[config.mk]
export PLATFORM = sky130hd
export DESIGN_NAME = riscv_memsplit
export DESIGN_NICKNAME = d
export VERILOG_FILES = /design/src/rtl/riscv_memsplit.sv
export SDC_FILE = /design/constraint.sdc
export NUM_CORES = 1
export LEC_CHECK = 0
export BUFFER_PORTS_ARGS = -buffer_cell sky130_fd_sc_hd__buf_2
export CORE_AREA = 3 3 181 183
export DETAILED_ROUTE_END_ITERATION = 8
export DIE_AREA = 0 0 184 186
export PLACE_DENSITY_LB_ADDON = 0.08
export SKIP_LAST_GASP = 1
export SLEW_MARGIN = 10
export SYNTH_ARGS = -nofsm -noshare
export SYNTH_HDL_FRONTEND = slang
export SYNTH_SLANG_ARGS = --single-unit
[constraint.sdc]
create_clock -name clk_i -period 3.95 [get_ports clk_i]
set_input_delay 0.9875 -clock clk_i [delete_from_list [all_inputs] [get_ports clk_i]]
set_output_delay 0.9875 -clock clk_i [all_outputs]
set_load 0.01 [all_outputs]
[src/rtl/riscv_memsplit.sv]
// riscv_memsplit: sequences one LSU access onto the data-memory bus.
// An access that fits in one bus word goes out as a single aligned beat. One that
// crosses into the next word goes out as two consecutive aligned beats. Byte enables
// and store data are steered per beat. Read data from both beats is merged into one
// right-justified, zero-extended result.
//
// Ports:
//   clk_i, rst_i              clock, synchronous active-high reset
//   req_i/adr_i/size_i/we_i/d_i   LSU request (accepted when ready_o=1)
//   ready_o/ack_o/err_o/q_o   LSU handshake and load data
//   split_o                   current access uses two beats
//   mem_req_o/mem_adr_o/mem_we_o/mem_be_o/mem_d_o   bus request side
//   mem_ack_i/mem_err_i/mem_q_i                     bus response side
module riscv_memsplit #(
    parameter int unsigned XLEN = 32,
    parameter int unsigned PLEN = 32
) (
    input  logic              clk_i,
    input  logic              rst_i,
    input  logic              req_i,
    input  logic [PLEN-1:0]   adr_i,
    input  logic [2:0]        size_i,
    input  logic              we_i,
    input  logic [XLEN-1:0]   d_i,
    output logic              ready_o,
    output logic              ack_o,
    output logic              err_o,
    output logic [XLEN-1:0]   q_o,
    output logic              split_o,
    output logic              mem_req_o,
    output logic [PLEN-1:0]   mem_adr_o,
    output logic              mem_we_o,
    output logic [XLEN/8-1:0] mem_be_o,
    output logic [XLEN-1:0]   mem_d_o,
    input  logic              mem_ack_i,
    input  logic              mem_err_i,
    input  logic [XLEN-1:0]   mem_q_i
);

    localparam int unsigned Bpw  = XLEN / 8;
    localparam int unsigned OffW = $clog2(Bpw);

    // biu_size_t encoding
    localparam logic [2:0] SizeByte  = 3'd0;
    localparam logic [2:0] SizeHword = 3'd1;
    localparam logic [2:0] SizeWord  = 3'd2;
    localparam logic [2:0] SizeDword = 3'd3;

    localparam logic [1:0] StIdle  = 2'd0;
    localparam logic [1:0] StBeat0 = 2'd1;
    localparam logic [1:0] StBeat1 = 2'd2;
    localparam logic [1:0] StResp  = 2'd3;

    // Acceptance-time decode
    logic [OffW-1:0]     adr_off;
    int unsigned         n_bytes;
    logic                size_ok;
    logic                oversize;
    logic                split_acc;
    logic [2*Bpw-1:0]    be_mask;
    logic [2*Bpw-1:0]    be2;
    logic [2*XLEN-1:0]   d2;

    assign adr_off = adr_i[OffW-1:0];

    always_comb begin
        n_bytes = 0;
        size_ok = 1'b1;
        case (size_i)
            SizeByte:  n_bytes = 1;
            SizeHword: n_bytes = 2;
            SizeWord:  n_bytes = 4;
            SizeDword: n_bytes = 8;
            default:   size_ok = 1'b0;
        endcase
        be_mask = '0;
        for (int unsigned i = 0; i < 2 * Bpw; i++) begin
            be_mask[i] = (i < n_bytes);
        end
        be2       = be_mask << adr_off;
        d2        = {{XLEN{1'b0}}, d_i} << {adr_off, 3'b000};
        oversize  = !size_ok || (n_bytes > Bpw);
        split_acc = !oversize && ((32'(adr_off) + n_bytes) > Bpw);
    end

    // State
    logic [1:0]      state_q, state_d;
    logic            ready_q, ready_d;
    logic            ack_q, ack_d;
    logic            err_q, err_d;
    logic [XLEN-1:0] q_q, q_d;
    logic            split_q, split_d;
    logic            mem_req_q, mem_req_d;
    logic [PLEN-1:0] mem_adr_q, mem_adr_d;
    logic            mem_we_q, mem_we_d;
    logic [Bpw-1:0]  mem_be_q, mem_be_d;
    logic [XLEN-1:0] mem_d_q, mem_d_d;
    logic [OffW-1:0] off_q, off_d;
    logic [Bpw-1:0]  qmask_q, qmask_d;
    logic            we_q, we_d;
    logic [Bpw-1:0]  be_hi_q, be_hi_d;
    logic [XLEN-1:0] d_hi_q, d_hi_d;
    logic [XLEN-1:0] lo_q, lo_d;

    // Shift the two-word read window down to byte 0 and keep only the accessed bytes.
    // Stores report zero.
    function automatic logic [XLEN-1:0] merge_rd(input logic [2*XLEN-1:0] win,
                                                 input logic [OffW-1:0]   off,
                                                 input logic [Bpw-1:0]    mask,
                                                 input logic              we);
        logic [2*XLEN-1:0] sh;
        logic [XLEN-1:0]   res;
        sh  = win >> {off, 3'b000};
        res = '0;
        for (int unsigned b = 0; b < Bpw; b++) begin
            if (mask[b] && !we) begin
                res[8*b +: 8] = sh[8*b +: 8];
            end
        end
        return res;
    endfunction

    always_comb begin
        state_d   = state_q;
        ready_d   = ready_q;
        ack_d     = 1'b0;
        err_d     = 1'b0;
        q_d       = q_q;
        split_d   = split_q;
        mem_req_d = mem_req_q;
        mem_adr_d = mem_adr_q;
        mem_we_d  = mem_we_q;
        mem_be_d  = mem_be_q;
        mem_d_d   = mem_d_q;
        off_d     = off_q;
        qmask_d   = qmask_q;
        we_d      = we_q;
        be_hi_d   = be_hi_q;
        d_hi_d    = d_hi_q;
        lo_d      = lo_q;

        case (state_q)
            StIdle: begin
                ready_d = 1'b1;
                if (req_i && ready_q) begin
                    ready_d = 1'b0;
                    off_d   = adr_off;
                    qmask_d = be_mask[Bpw-1:0];
                    we_d    = we_i;
                    split_d = split_acc;
                    q_d     = '0;
                    if (oversize) begin
                        // No bus traffic; report failure straight away.
                        err_d   = 1'b1;
                        state_d = StResp;
                    end else begin
                        state_d   = StBeat0;
                        mem_req_d = 1'b1;
                        mem_adr_d = {adr_i[PLEN-1:OffW], {OffW{1'b0}}};
                        mem_we_d  = we_i;
                        mem_be_d  = be2[Bpw-1:0];
                        mem_d_d   = d2[XLEN-1:0];
                        be_hi_d   = be2[2*Bpw-1:Bpw];
                        d_hi_d    = d2[2*XLEN-1:XLEN];
                    end
                end
            end
            StBeat0: begin
                // Error wins over a simultaneous ack.
                if (mem_err_i) begin
                    mem_req_d = 1'b0;
                    mem_we_d  = 1'b0;
                    err_d     = 1'b1;
                    state_d   = StResp;
                end else if (mem_ack_i) begin
                    lo_d = mem_q_i;
                    if (split_q) begin
                        state_d   = StBeat1;
                        mem_adr_d = mem_adr_q + PLEN'(Bpw);
                        mem_be_d  = be_hi_q;
                        mem_d_d   = d_hi_q;
                    end else begin
                        mem_req_d = 1'b0;
                        mem_we_d  = 1'b0;
                        ack_d     = 1'b1;
                        q_d       = merge_rd({{XLEN{1'b0}}, mem_q_i}, off_q, qmask_q, we_q);
                        state_d   = StResp;
                    end
                end
            end
            StBeat1: begin
                if (mem_err_i) begin
                    mem_req_d = 1'b0;
                    mem_we_d  = 1'b0;
                    err_d     = 1'b1;
                    state_d   = StResp;
                end else if (mem_ack_i) begin
                    // The high word comes straight from the bus; only the low word is buffered.
                    mem_req_d = 1'b0;
                    mem_we_d  = 1'b0;
                    ack_d     = 1'b1;
                    q_d       = merge_rd({mem_q_i, lo_q}, off_q, qmask_q, we_q);
                    state_d   = StResp;
                end
            end
            StResp: begin
                // ack_o/err_o are high this cycle only.
                split_d = 1'b0;
                ready_d = 1'b1;
                state_d = StIdle;
            end
            default: begin
                state_d = StIdle;
                ready_d = 1'b1;
            end
        endcase
    end

    always_ff @(posedge clk_i) begin
        if (rst_i) begin
            state_q   <= StIdle;
            ready_q   <= 1'b1;
            ack_q     <= 1'b0;
            err_q     <= 1'b0;
            q_q       <= '0;
            split_q   <= 1'b0;
            mem_req_q <= 1'b0;
            mem_adr_q <= '0;
            mem_we_q  <= 1'b0;
            mem_be_q  <= '0;
            mem_d_q   <= '0;
            off_q     <= '0;
            qmask_q   <= '0;
            we_q      <= 1'b0;
            be_hi_q   <= '0;
            d_hi_q    <= '0;
            lo_q      <= '0;
        end else begin
            state_q   <= state_d;
            ready_q   <= ready_d;
            ack_q     <= ack_d;
            err_q     <= err_d;
            q_q       <= q_d;
            split_q   <= split_d;
            mem_req_q <= mem_req_d;
            mem_adr_q <= mem_adr_d;
            mem_we_q  <= mem_we_d;
            mem_be_q  <= mem_be_d;
            mem_d_q   <= mem_d_d;
            off_q     <= off_d;
            qmask_q   <= qmask_d;
            we_q      <= we_d;
            be_hi_q   <= be_hi_d;
            d_hi_q    <= d_hi_d;
            lo_q      <= lo_d;
        end
    end

    assign ready_o   = ready_q;
    assign ack_o     = ack_q;
    assign err_o     = err_q;
    assign q_o       = q_q;
    assign split_o   = split_q;
    assign mem_req_o = mem_req_q;
    assign mem_adr_o = mem_adr_q;
    assign mem_we_o  = mem_we_q;
    assign mem_be_o  = mem_be_q;
    assign mem_d_o   = mem_d_q;

endmodule

==> flow_metrics.env, run 1 <==
export IMPL_status="completed"
export IMPL_area_growth_syn_to_layout_pct=20.8
export IMPL_final_common_cell="buf_2"
export IMPL_postRouteAntennaNets=0
export IMPL_hold_depth=2
export IMPL_rr_worst_depth=8
export IMPL_root_buffer="clkbuf_16"
export IMPL_netlist_instances=1165
export IMPL_worst_slew_pin_slew_ns=1.10
export IMPL_drive_above_1_share=0.274
export IMPL_fmax_ghz=0.355
export IMPL_io_pin_count=211
export IMPL_worst_ep_arrival_time_ns=3.17
export IMPL_internal_power_w=0.00405
export IMPL_core_area_um2=31400
export IMPL_netSwitchingPower_w=0.00320
export IMPL_synth_flop_cell="dfxtp_1"
export IMPL_wl_um=34200
export IMPL_n_antenna_cell=0
export IMPL_slowest_delay_ns=0.66
export IMPL_yosysSeqAreaShare=0.370
export IMPL_synth_distinct_cells=69
export IMPL_p_leak_nw=4.33
export IMPL_p_per_area_nw_per_um2=642
export IMPL_clock_latency_ns=0.44
export IMPL_grt_pass1_vias=8580
export IMPL_globalplace_congestion=0.833
export IMPL_pre_cts_ws_ns=0.884
export IMPL_htreeDepth=4
export IMPL_crit_type="reg -> reg"
export IMPL_finalCritPeriodShare=0.713
export IMPL_setup_violations=0
export IMPL_path_clk_slew_ns=0.08
export IMPL_synth_area_leader_cell="dfxtp_1"
export IMPL_r2r_end="mem_be_o[1]"
export IMPL_grt_pass1_wl_um=51900
export IMPL_fp_row_count=65
export IMPL_fin_skew_ns=0.0123
export IMPL_dp_cells=1697
export IMPL_drc=0
export IMPL_seqPwrFrac=0.336
export IMPL_ys_ff_latch=173
export IMPL_synth_edf_count=0
export IMPL_grt_usage=0.194
export IMPL_synthArstFlopShare=0
export IMPL_cp_end_kind="register"
export IMPL_dieWidth_um=184
export IMPL_r2r_setup_slack_ns=1.14
export IMPL_hp_class="reg -> reg"
export IMPL_stdcell_count=1729
export IMPL_cts_buffers=17
export IMPL_antenna_found_initial=0
export IMPL_cts_repair_resized=0
export IMPL_vdd_drop_max_uv=290
export IMPL_fin_nets=1427
export IMPL_syn_cell_area_um2=9360
export IMPL_rsz0062_at_grt="no"
export IMPL_synth_top_area_frac=0.370
export IMPL_drt_iter0_markers=661
export IMPL_pwr_share_clk=0.235
export IMPL_cp_cell_sequence="inv_1 -> ha_1 -> inv_1 -> o21ai_1 -> and2_2 -> buf_4 -> nor2_1 -> a211oi_1"
export IMPL_first_pass_iters=5
export IMPL_tns_ns=0
export IMPL_clockBufferDepth=2
export IMPL_fillers=3368
export IMPL_fin_crit_ns=2.81
export IMPL_slew_violations=0
export IMPL_critPathSlowestCell="and2_2"
export IMPL_hold_violations=0
export IMPL_cts_sinks=173
export IMPL_power_frac_comb=0.430
export IMPL_crit_path_end="mem_be_o[1]"
export IMPL_start_util=0.298
export IMPL_cts_setup_buffers=0
export IMPL_grt_overflow_total=0
export IMPL_wl_per_cell_um=19.8
export IMPL_hold_buffers=0
export IMPL_critPathLaunch="state_q[0]"
export IMPL_max_slew_margin=0.264
export IMPL_ys_warn_count=0
export IMPL_cts_tree="built"
export IMPL_cpMostUsedCell="inv_1"
export IMPL_dieArea_um2=34200
export IMPL_ys_top_cells_by_area="dfxtp_1, mux2_2, nand2_1"
export IMPL_hpwlAfterDp_um=24300
export IMPL_fp_dieH_um=186
export IMPL_grt_max_degree=107
export IMPL_cp_required_ns=4.30
export IMPL_drv_cap=0
export IMPL_start_kind="register"
export IMPL_setup_slack_ns=1.14
export IMPL_port_buffer_count=208
export IMPL_crit_path_max_fanout=31
export IMPL_final_cell_mix="buf_2, dfxtp_1, nand2_1"
export IMPL_syn_avg_cell_area_um2=8.03
export IMPL_viasPerCell=5.39
export IMPL_reg2reg_from="state_q[0]"
export IMPL_num_vias=9326
export IMPL_p_sw_frac=0.441
[final cells by class]
type | instances | area (um2) | share of cell area
multi-input cells | 872 | 5420 | 0.480
flip-flops and latches | 173 | 3470 | 0.307
repair buffers | 233 | 1270 | 0.113
well taps | 402 | 503 | 0.0445
clock buffers | 19 | 453 | 0.0401
clock inverters | 13 | 125 | 0.0111
inverters | 17 | 63.8 | 0.00565
[stage by stage]
stage / cell area (um2) / hold WS, ns / utilization / power (W)
6_report: 11300 / 0.452 / 0.360 / 0.00725
3_3_place_gp: 10700 / 0.441 / 0.342 / 0.00557
5_1_grt: 11300 / 0.471 / 0.360 / 0.00777
3_5_place_dp: 10700 / 0.444 / 0.342 / 0.00559
2_1_floorplan: 9360 / 0.432 / - / 0.00445
4_1_cts: 11300 / 0.453 / 0.360 / 0.00731
[worst max-delay path: cells and delay by family, from the launching register on]
kind / cells / cell delay (ns)
AO/OA/AOI/OAI: 2 / 0.63
adder cells (fa/ha/maj): 1 / 0.41
buffers and inverters: 3 / 0.61
flip-flops: 1 / 0.35
AND/OR/NAND/NOR: 2 / 0.72
[how the worst min path moves through the flow]
stage                      startpoint           to  slack (ns)
final                     mem_d_o[28]  mem_d_o[28]        0.45
after global routing       d_hi_q[14]   d_hi_q[14]        0.47
after CTS                  d_hi_q[14]   d_hi_q[14]        0.45
after detailed placement   d_hi_q[19]   d_hi_q[19]        0.44
after global placement        lo_q[5]      lo_q[5]        0.44
after floorplan            be_hi_q[0]   be_hi_q[0]        0.43
[per-layer routing]
layer | routed length (um) | GRT usage
met3 | 1890 | 0.0319
met2 | 14200 | 0.273
met4 | 261 | 0.0378
met1 | 17900 | 0.308
met5 | 0 | 0
[kinds of logic after synthesis]
family / after synthesis / share of synthesized area
and+or+nand+nor: 435 / 0.219
adders and majority gates: 8 / 0.0115
muxes: 84 / 0.101
DFF: 173 / 0.370
AOI/OAI and AO/OA: 343 / 0.245
buffers and inverters: 121 / 0.0532
other: 1 / 0.000401
[state kept, by name, indices dropped and copies added (netlist names), 2 cells and up]
register	count
lo_q	32
mem_d_o	32
q_o	32
mem_adr_o	30
d_hi_q	24
be_hi_q	4
mem_be_o	4
qmask_q	4
off_q	2
state_q	2
[cells in the mapped netlist (2+ instances only)]
cell       instances
nand4b_1           6
a32oi_1            3
o21ai_0           38
o2bb2ai_1          3
mux2i_1            4
a2bb2oi_1          2
o211ai_1          10
dfxtp_1          173
nand3_2            2
nor4_4             2
o21ai_1            2
nand2_1          161
a21o_1            10
a221oi_1          49
or3_1              4
a221o_1            8
o21a_1             4
clkbuf_1          67
o32ai_1            2
a211o_1            3
nor2_1           113
nand4_1            8
a211oi_1          17
and3_1             9
and2_1             5
buf_4              2
nand2b_1           7
mux2_2            79
buf_2             23
inv_1             17
nor2b_1            4
nor4_1             4
or4_1             12
o22ai_1            7
and4_1             4
buf_1             11
a31oi_1            6
a22oi_1           45
ha_1               7
a21oi_1          118
nand3_1           44
o31ai_1            3
nand3b_1           6
nor3_1            36
[power groups by stage]
stage                     Combinational, W  Clock, W  Sequential (W)
after floorplan                    0.00201         0         0.00244
after global placement             0.00310         0         0.00248
after detailed placement           0.00311         0         0.00247
after CTS                          0.00312   0.00175         0.00244
after global routing               0.00346   0.00182         0.00249
final                              0.00312   0.00170         0.00243
No activity file was read; power rests on OpenSTA's default activity.
==> inputs of run 2 (changes only) <==
==> constraint.sdc (replaced) <==
create_clock -name clk_i -period 2.5 [get_ports clk_i]
set_input_delay 0.625 -clock clk_i [delete_from_list [all_inputs] [get_ports clk_i]]
set_output_delay 0.625 -clock clk_i [all_outputs]
set_load 0.01 [all_outputs]
==> run 2 against run 1 <==
- via count rose by 2.4%
- combinational power up 74%
- flip-flop and latch count is the same
- non-clock buffer count rose by 43
- core utilization rose by 1.3 points
- wire length rose by 1.2%
- sequential power grew 54%
- highest routed layer is now met5
==> flow_metrics.env, run 2 (synthesized netlist as in run 1, its figures left out) <==
export IMPL_fin_nets=1470
export IMPL_crit_path_max_fanout=90
export IMPL_num_vias=9554
export IMPL_fp_row_count=65
export IMPL_fin_crit_ns=2.25
export IMPL_crit_type="reg -> reg"
export IMPL_tns_ns=0
export IMPL_clock_latency_ns=0.45
export IMPL_crit_path_end="mem_d_o[14]"
export IMPL_root_buffer="clkbuf_16"
export IMPL_vdd_drop_max_uv=507
export IMPL_grt_overflow_total=0
export IMPL_globalplace_congestion=0.881
export IMPL_fin_hold_ws_ns=0.433
export IMPL_setup_violations=0
export IMPL_viasPerCell=5.39
export IMPL_r2r_end="mem_d_o[14]"
export IMPL_fp_dieH_um=186
export IMPL_postRouteAntennaNets=0
export IMPL_cts_repair_resized=0
export IMPL_drive_above_1_share=0.296
export IMPL_p_leak_nw=4.58
export IMPL_dieArea_um2=34200
export IMPL_status="completed"
export IMPL_final_common_cell="buf_2"
export IMPL_cts_tree="built"
export IMPL_reg2reg_from="state_q[1]"
export IMPL_fmax_ghz=0.445
export IMPL_hold_violations=0
export IMPL_hold_buffers=0
export IMPL_area_growth_syn_to_layout_pct=25.3
export IMPL_min_from="adr_i[29]"
export IMPL_slew_violations=0
export IMPL_fillers=3334
export IMPL_r2r_setup_slack_ns=0.25
export IMPL_rr_worst_depth=8
export IMPL_critPathSlowestCell="a221oi_1"
export IMPL_cp_cell_sequence="inv_1 -> ha_4 -> buf_12 -> nor2_1 -> buf_4 -> a221oi_1 -> buf_4 -> nor3_1"
export IMPL_cts_sinks=173
export IMPL_wl_um=34600
export IMPL_power_w=0.0120
export IMPL_grt_pass1_vias=8849
export IMPL_hp_class="in -> reg"
export IMPL_core_area_um2=31400
export IMPL_cp_required_ns=2.81
export IMPL_htreeDepth=4
export IMPL_critPathLaunch="state_q[1]"
export IMPL_hpwlAfterDp_um=24700
export IMPL_critical_path_top_delay_family="buffers and inverters"
export IMPL_clockBufferDepth=2
export IMPL_path_clk_slew_ns=0.08
export IMPL_first_pass_iters=5
export IMPL_antenna_found_initial=2
export IMPL_p_per_area_nw_per_um2=1020
export IMPL_drv_cap=0
export IMPL_critPathBufInv=4
export IMPL_fin_skew_ns=0.0168
export IMPL_grt_usage=0.199
export IMPL_max_slew_margin=0.561
export IMPL_cp_end_kind="register"
export IMPL_cts_buffers=17
export IMPL_cts_setup_buffers=0
export IMPL_io_pin_count=211
export IMPL_finalCritPeriodShare=0.899
export IMPL_grt_pass1_wl_um=53100
export IMPL_port_buffer_count=208
export IMPL_wl_per_cell_um=19.5
export IMPL_worst_slew_pin_slew_ns=0.658
export IMPL_drt_iter0_markers=726
export IMPL_start_util=0.298
export IMPL_start_kind="register"
export IMPL_rsz0062_at_grt="no"
export IMPL_cpMostUsedCell="buf_4"
export IMPL_worst_ep_arrival_time_ns=2.56
export IMPL_drc=0
export IMPL_worst_path_stages=8
export IMPL_dieWidth_um=184
export IMPL_final_cell_mix="buf_2, dfxtp_1, nand2_1"
export IMPL_slowest_delay_ns=0.48
export IMPL_grt_max_degree=91
==> run 2: cell types whose count changed in the layout (fill, tap and decap cells not counted), sizes merged <==
cell      previous run  this run
buf                233       276
bufinv               0         3
clkinv               3         5
clkinvlp             2         3
diode                0         1
inv                 25        19
==> run 2: worst register-to-register path, cell delays in order (launching register included) <==
cell and delay (ns):
dfxtp_1 0.34, inv_1 0.14, ha_4 0.27, buf_12 0.36, nor2_1 0.14, buf_4 0.17
a221oi_1 0.48, buf_4 0.20, nor3_1 0.03
==> run 2: cell type report <==
| cell class | instances | area, um2 | share of cell area |
|---|---|---|---|
| Timing Repair Buffer | 276 | 1660 | 0.141 |
| Clock buffer | 19 | 443 | 0.0378 |
| Sequential cell | 173 | 3470 | 0.296 |
| Clock inverter | 13 | 165 | 0.0141 |
| Multi-Input combinational cell | 872 | 5420 | 0.462 |
| Antenna cell | 1 | 2.50 | 0.000213 |
| Inverter | 17 | 63.8 | 0.00544 |
| Tap cell | 402 | 503 | 0.0429 |
==> run 2: how the worst min path moves through the flow <==
stage,slack (ns),cells after the start,end
after floorplan,0.43,2,be_hi_q[0]
after global placement,0.44,2,d_hi_q[11]
after detailed placement,0.45,2,d_hi_q[8]
after CTS,0.40,3,mem_adr_o[29]
after global routing,0.41,3,lo_q[25]
final,0.43,3,mem_adr_o[29]
==> run 2: layer usage <==
metal / up-vias / track usage / share of wire
met5: - / 0 / 0.00038
met4: 2 / 0.0535 / 0.016
met3: 36 / 0.0391 / 0.066
met2: 352 / 0.278 / 0.41
met1: 4502 / 0.306 / 0.51
li1: 4662 / - / -
==> run 2: metrics by stage <==
| stage | setup slack (ns) | cell area [um2] | util | instances |
|---|---|---|---|---|
| detailed placement | 0.0287 | 11100 | 0.354 | 1740 |
| floorplan | 0.143 | 9360 | - | 1166 |
| CTS | 0.233 | 11700 | 0.373 | 1772 |
| global route | 0.0730 | 11700 | 0.373 | 1773 |
| finish | 0.253 | 11700 | 0.373 | 1773 |
| global placement | 0.0414 | 11100 | 0.354 | 1740 |
==> run 2: power breakdown <==
| part | leakage, nW | switching (W) | internal, W | total (W) |
|---|---|---|---|---|
| clock | 0.291 | 0.00121 | 0.00161 | 0.00282 |
| combinational | 2.88 | 0.00335 | 0.00208 | 0.00543 |
| sequential | 1.41 | 0.000481 | 0.00327 | 0.00375 |
==> inputs of run 3 (changes only) <==
--- a/config.mk
+++ b/config.mk
@@ -6,6 +6,8 @@
 export NUM_CORES = 1
 export LEC_CHECK = 0
 export BUFFER_PORTS_ARGS = -buffer_cell sky130_fd_sc_hd__buf_2
+export CELL_PAD_IN_SITES_DETAIL_PLACEMENT = 0
+export CELL_PAD_IN_SITES_GLOBAL_PLACEMENT = 1
 export CORE_AREA = 3 3 181 183
 export DETAILED_ROUTE_END_ITERATION = 8
 export DIE_AREA = 0 0 184 186
==> constraint.sdc (replaced) <==
create_clock -name clk_i -period 2 [get_ports clk_i]
set_input_delay 0.5 -clock clk_i [delete_from_list [all_inputs] [get_ports clk_i]]
set_output_delay 0.5 -clock clk_i [all_outputs]
set_load 0.01 [all_outputs]
==> run 3 against run 2 <==
- register-to-register slack got worse by 0.17 ns
- count of clock-buffer cells in the layout is 1 higher
- via count up 1.2%
- cell area increased by 6.3%
- clock power rose by 21%
- non-clock buffer count rose by 68
- core utilization grew 2.3 points
- final cell count rose by 3.9%
- critical path depth is 2 lower
- fmax is 17% higher
- critical endpoint is now mem_adr_o[18]
==> flow_metrics.env, run 3 (synthesized netlist as in run 1, its figures left out) <==
export IMPL_crit_path_max_fanout=4
export IMPL_p_sw_frac=0.412
export IMPL_root_buffer="clkbuf_16"
export IMPL_wl_met1_um=19000
export IMPL_start_util=0.298
export IMPL_dr_wl_met2_um=14600
export IMPL_postRouteAntennaNets=0
export IMPL_p_per_area_nw_per_um2=1290
export IMPL_htreeDepth=4
export IMPL_final_cell_mix="buf_2, dfxtp_1, nand2_1"
export IMPL_worst_ep_arrival_time_ns=2.24
export IMPL_vdd_drop_max_uv=594
export IMPL_dieWidth_um=184
export IMPL_fp_row_count=65
export IMPL_drc=0
export IMPL_hold_violations=0
export IMPL_start_kind="register"
export IMPL_fmax_ghz=0.521
export IMPL_top_layer="met4"
export IMPL_setup_violations=0
export IMPL_cts_sinks=173
export IMPL_drt_iter0_markers=722
export IMPL_status="completed"
export IMPL_p_leak_nw=4.99
export IMPL_hp_class="in -> reg"
export IMPL_power_frac_comb=0.502
export IMPL_core_area_um2=31400
export IMPL_worst_slew_pin_slew_ns=0.669
export IMPL_internal_power_w=0.00941
export IMPL_r2r_setup_slack_ns=0.08
export IMPL_path_clk_slew_ns=0.08
export IMPL_globalplace_congestion=0.850
export IMPL_fin_nets=1538
export IMPL_netSwitchingPower_w=0.00661
export IMPL_final_common_cell="buf_2"
export IMPL_area_growth_syn_to_layout_pct=33.1
export IMPL_slew_violations=0
export IMPL_grt_overflow_total=0
export IMPL_cts_tree="built"
export IMPL_grt_usage=0.205
export IMPL_fillers=3260
export IMPL_fin_crit_ns=1.92
export IMPL_fp_dieH_um=186
export IMPL_port_buffer_count=208
export IMPL_power_w=0.0160
export IMPL_wl_per_cell_um=19.4
export IMPL_first_pass_iters=5
export IMPL_fin_skew_ns=0.0133
export IMPL_antenna_found_initial=2
export IMPL_grt_pass1_vias=9024
export IMPL_fin_util=0.397
export IMPL_finalCritPeriodShare=0.960
export IMPL_io_pin_count=211
export IMPL_pwr_share_clk=0.214
export IMPL_dieArea_um2=34200
export IMPL_cp_required_ns=2.32
export IMPL_cts_buffers=17
export IMPL_drive_above_1_share=0.346
export IMPL_wl_um=35700
export IMPL_grt_max_degree=73
export IMPL_seqPwrFrac=0.284
export IMPL_rsz0062_at_grt="yes"
export IMPL_tns_ns=0
export IMPL_clockBufferDepth=2
export IMPL_viasPerCell=5.25
export IMPL_seq_area_um2=3480
export IMPL_drv_cap=0
export IMPL_grt_pass1_wl_um=54800
export IMPL_num_vias=9669
export IMPL_cp_end_kind="register"
export IMPL_wl_met3_um=1860
export IMPL_hpwlAfterDp_um=26300
export IMPL_crit_type="reg -> reg"
export IMPL_max_slew_margin=0.553
export IMPL_clock_latency_ns=0.45
export IMPL_multi_input_area_um2=5510
run 3: changes by cell type in the layout (fill, tap and decap cells not counted), moves of 3 or more:
cell,before,now
dfxtp_1,171,163
dfxtp_2,2,9
a221oi_2,0,4
clkinv_2,3,0
ha_1,5,2
inv_6,1,5
a221oi_1,49,45
buf_12,8,19
buf_4,60,117
run 3: metrics by stage:
step           hold WS (ns)  cells  instance area, um2  setup slack (ns)
2_1_floorplan         0.432   1166                9390            -0.206
3_3_place_gp          0.438   1804               11800            -0.238
3_5_place_dp          0.446   1804               11800            -0.268
4_1_cts               0.278   1836               12400           0.00834
5_1_grt               0.274   1842               12500           -0.0124
6_report              0.305   1842               12500            0.0791
run 3: critical path: stages (launching register included):
cell and delay [ns]:
dfxtp_2 0.36, nand4_4 0.13, buf_4 0.18, or4_4 0.57, or3_1 0.36, o21ai_0 0.11
a211oi_2 0.10
run 3: final timing paths:
path                   end     startpoint  cells past startpoint
min          mem_adr_o[29]      adr_i[29]                      3
max reg2reg  mem_adr_o[18]  mem_adr_o[11]                      6
min reg2reg    mem_d_o[21]    mem_d_o[21]                      2
max          mem_adr_o[18]  mem_adr_o[11]                      6
run 3: layer usage:
layer | vias to the layer above | global-route usage
met3 | 13 | 0.0360
li1 | 4804 | -
met2 | 256 | 0.280
met4 | 0 | 0.0375
met5 | - | 0
met1 | 4596 | 0.332
run 3: repair_timing:
action,in CTS,in global routing
cloned,0,0
hold buffers,0,0
setup buffers,0,4
setup endpoints to repair,15,52
pin swaps,1,7
resized for setup,6,13
run 3: power groups by stage:
stage          Combinational (W)  Sequential, W  Clock [W]
6_report                 0.00804        0.00456    0.00342
5_1_grt                  0.00877        0.00465    0.00368
4_1_cts                  0.00793        0.00454    0.00353
2_1_floorplan            0.00399        0.00484          0
3_5_place_dp             0.00788        0.00462          0
3_3_place_gp             0.00786        0.00462          0
run 3: final cells by class:
type	instances	area share
multi-input cells	872	0.442
flip-flops and latches	173	0.279
repair buffers	344	0.185
well taps	402	0.0404
clock buffers	20	0.0375
clock inverters	12	0.0101
inverters	17	0.00512
diodes	2	0.000402
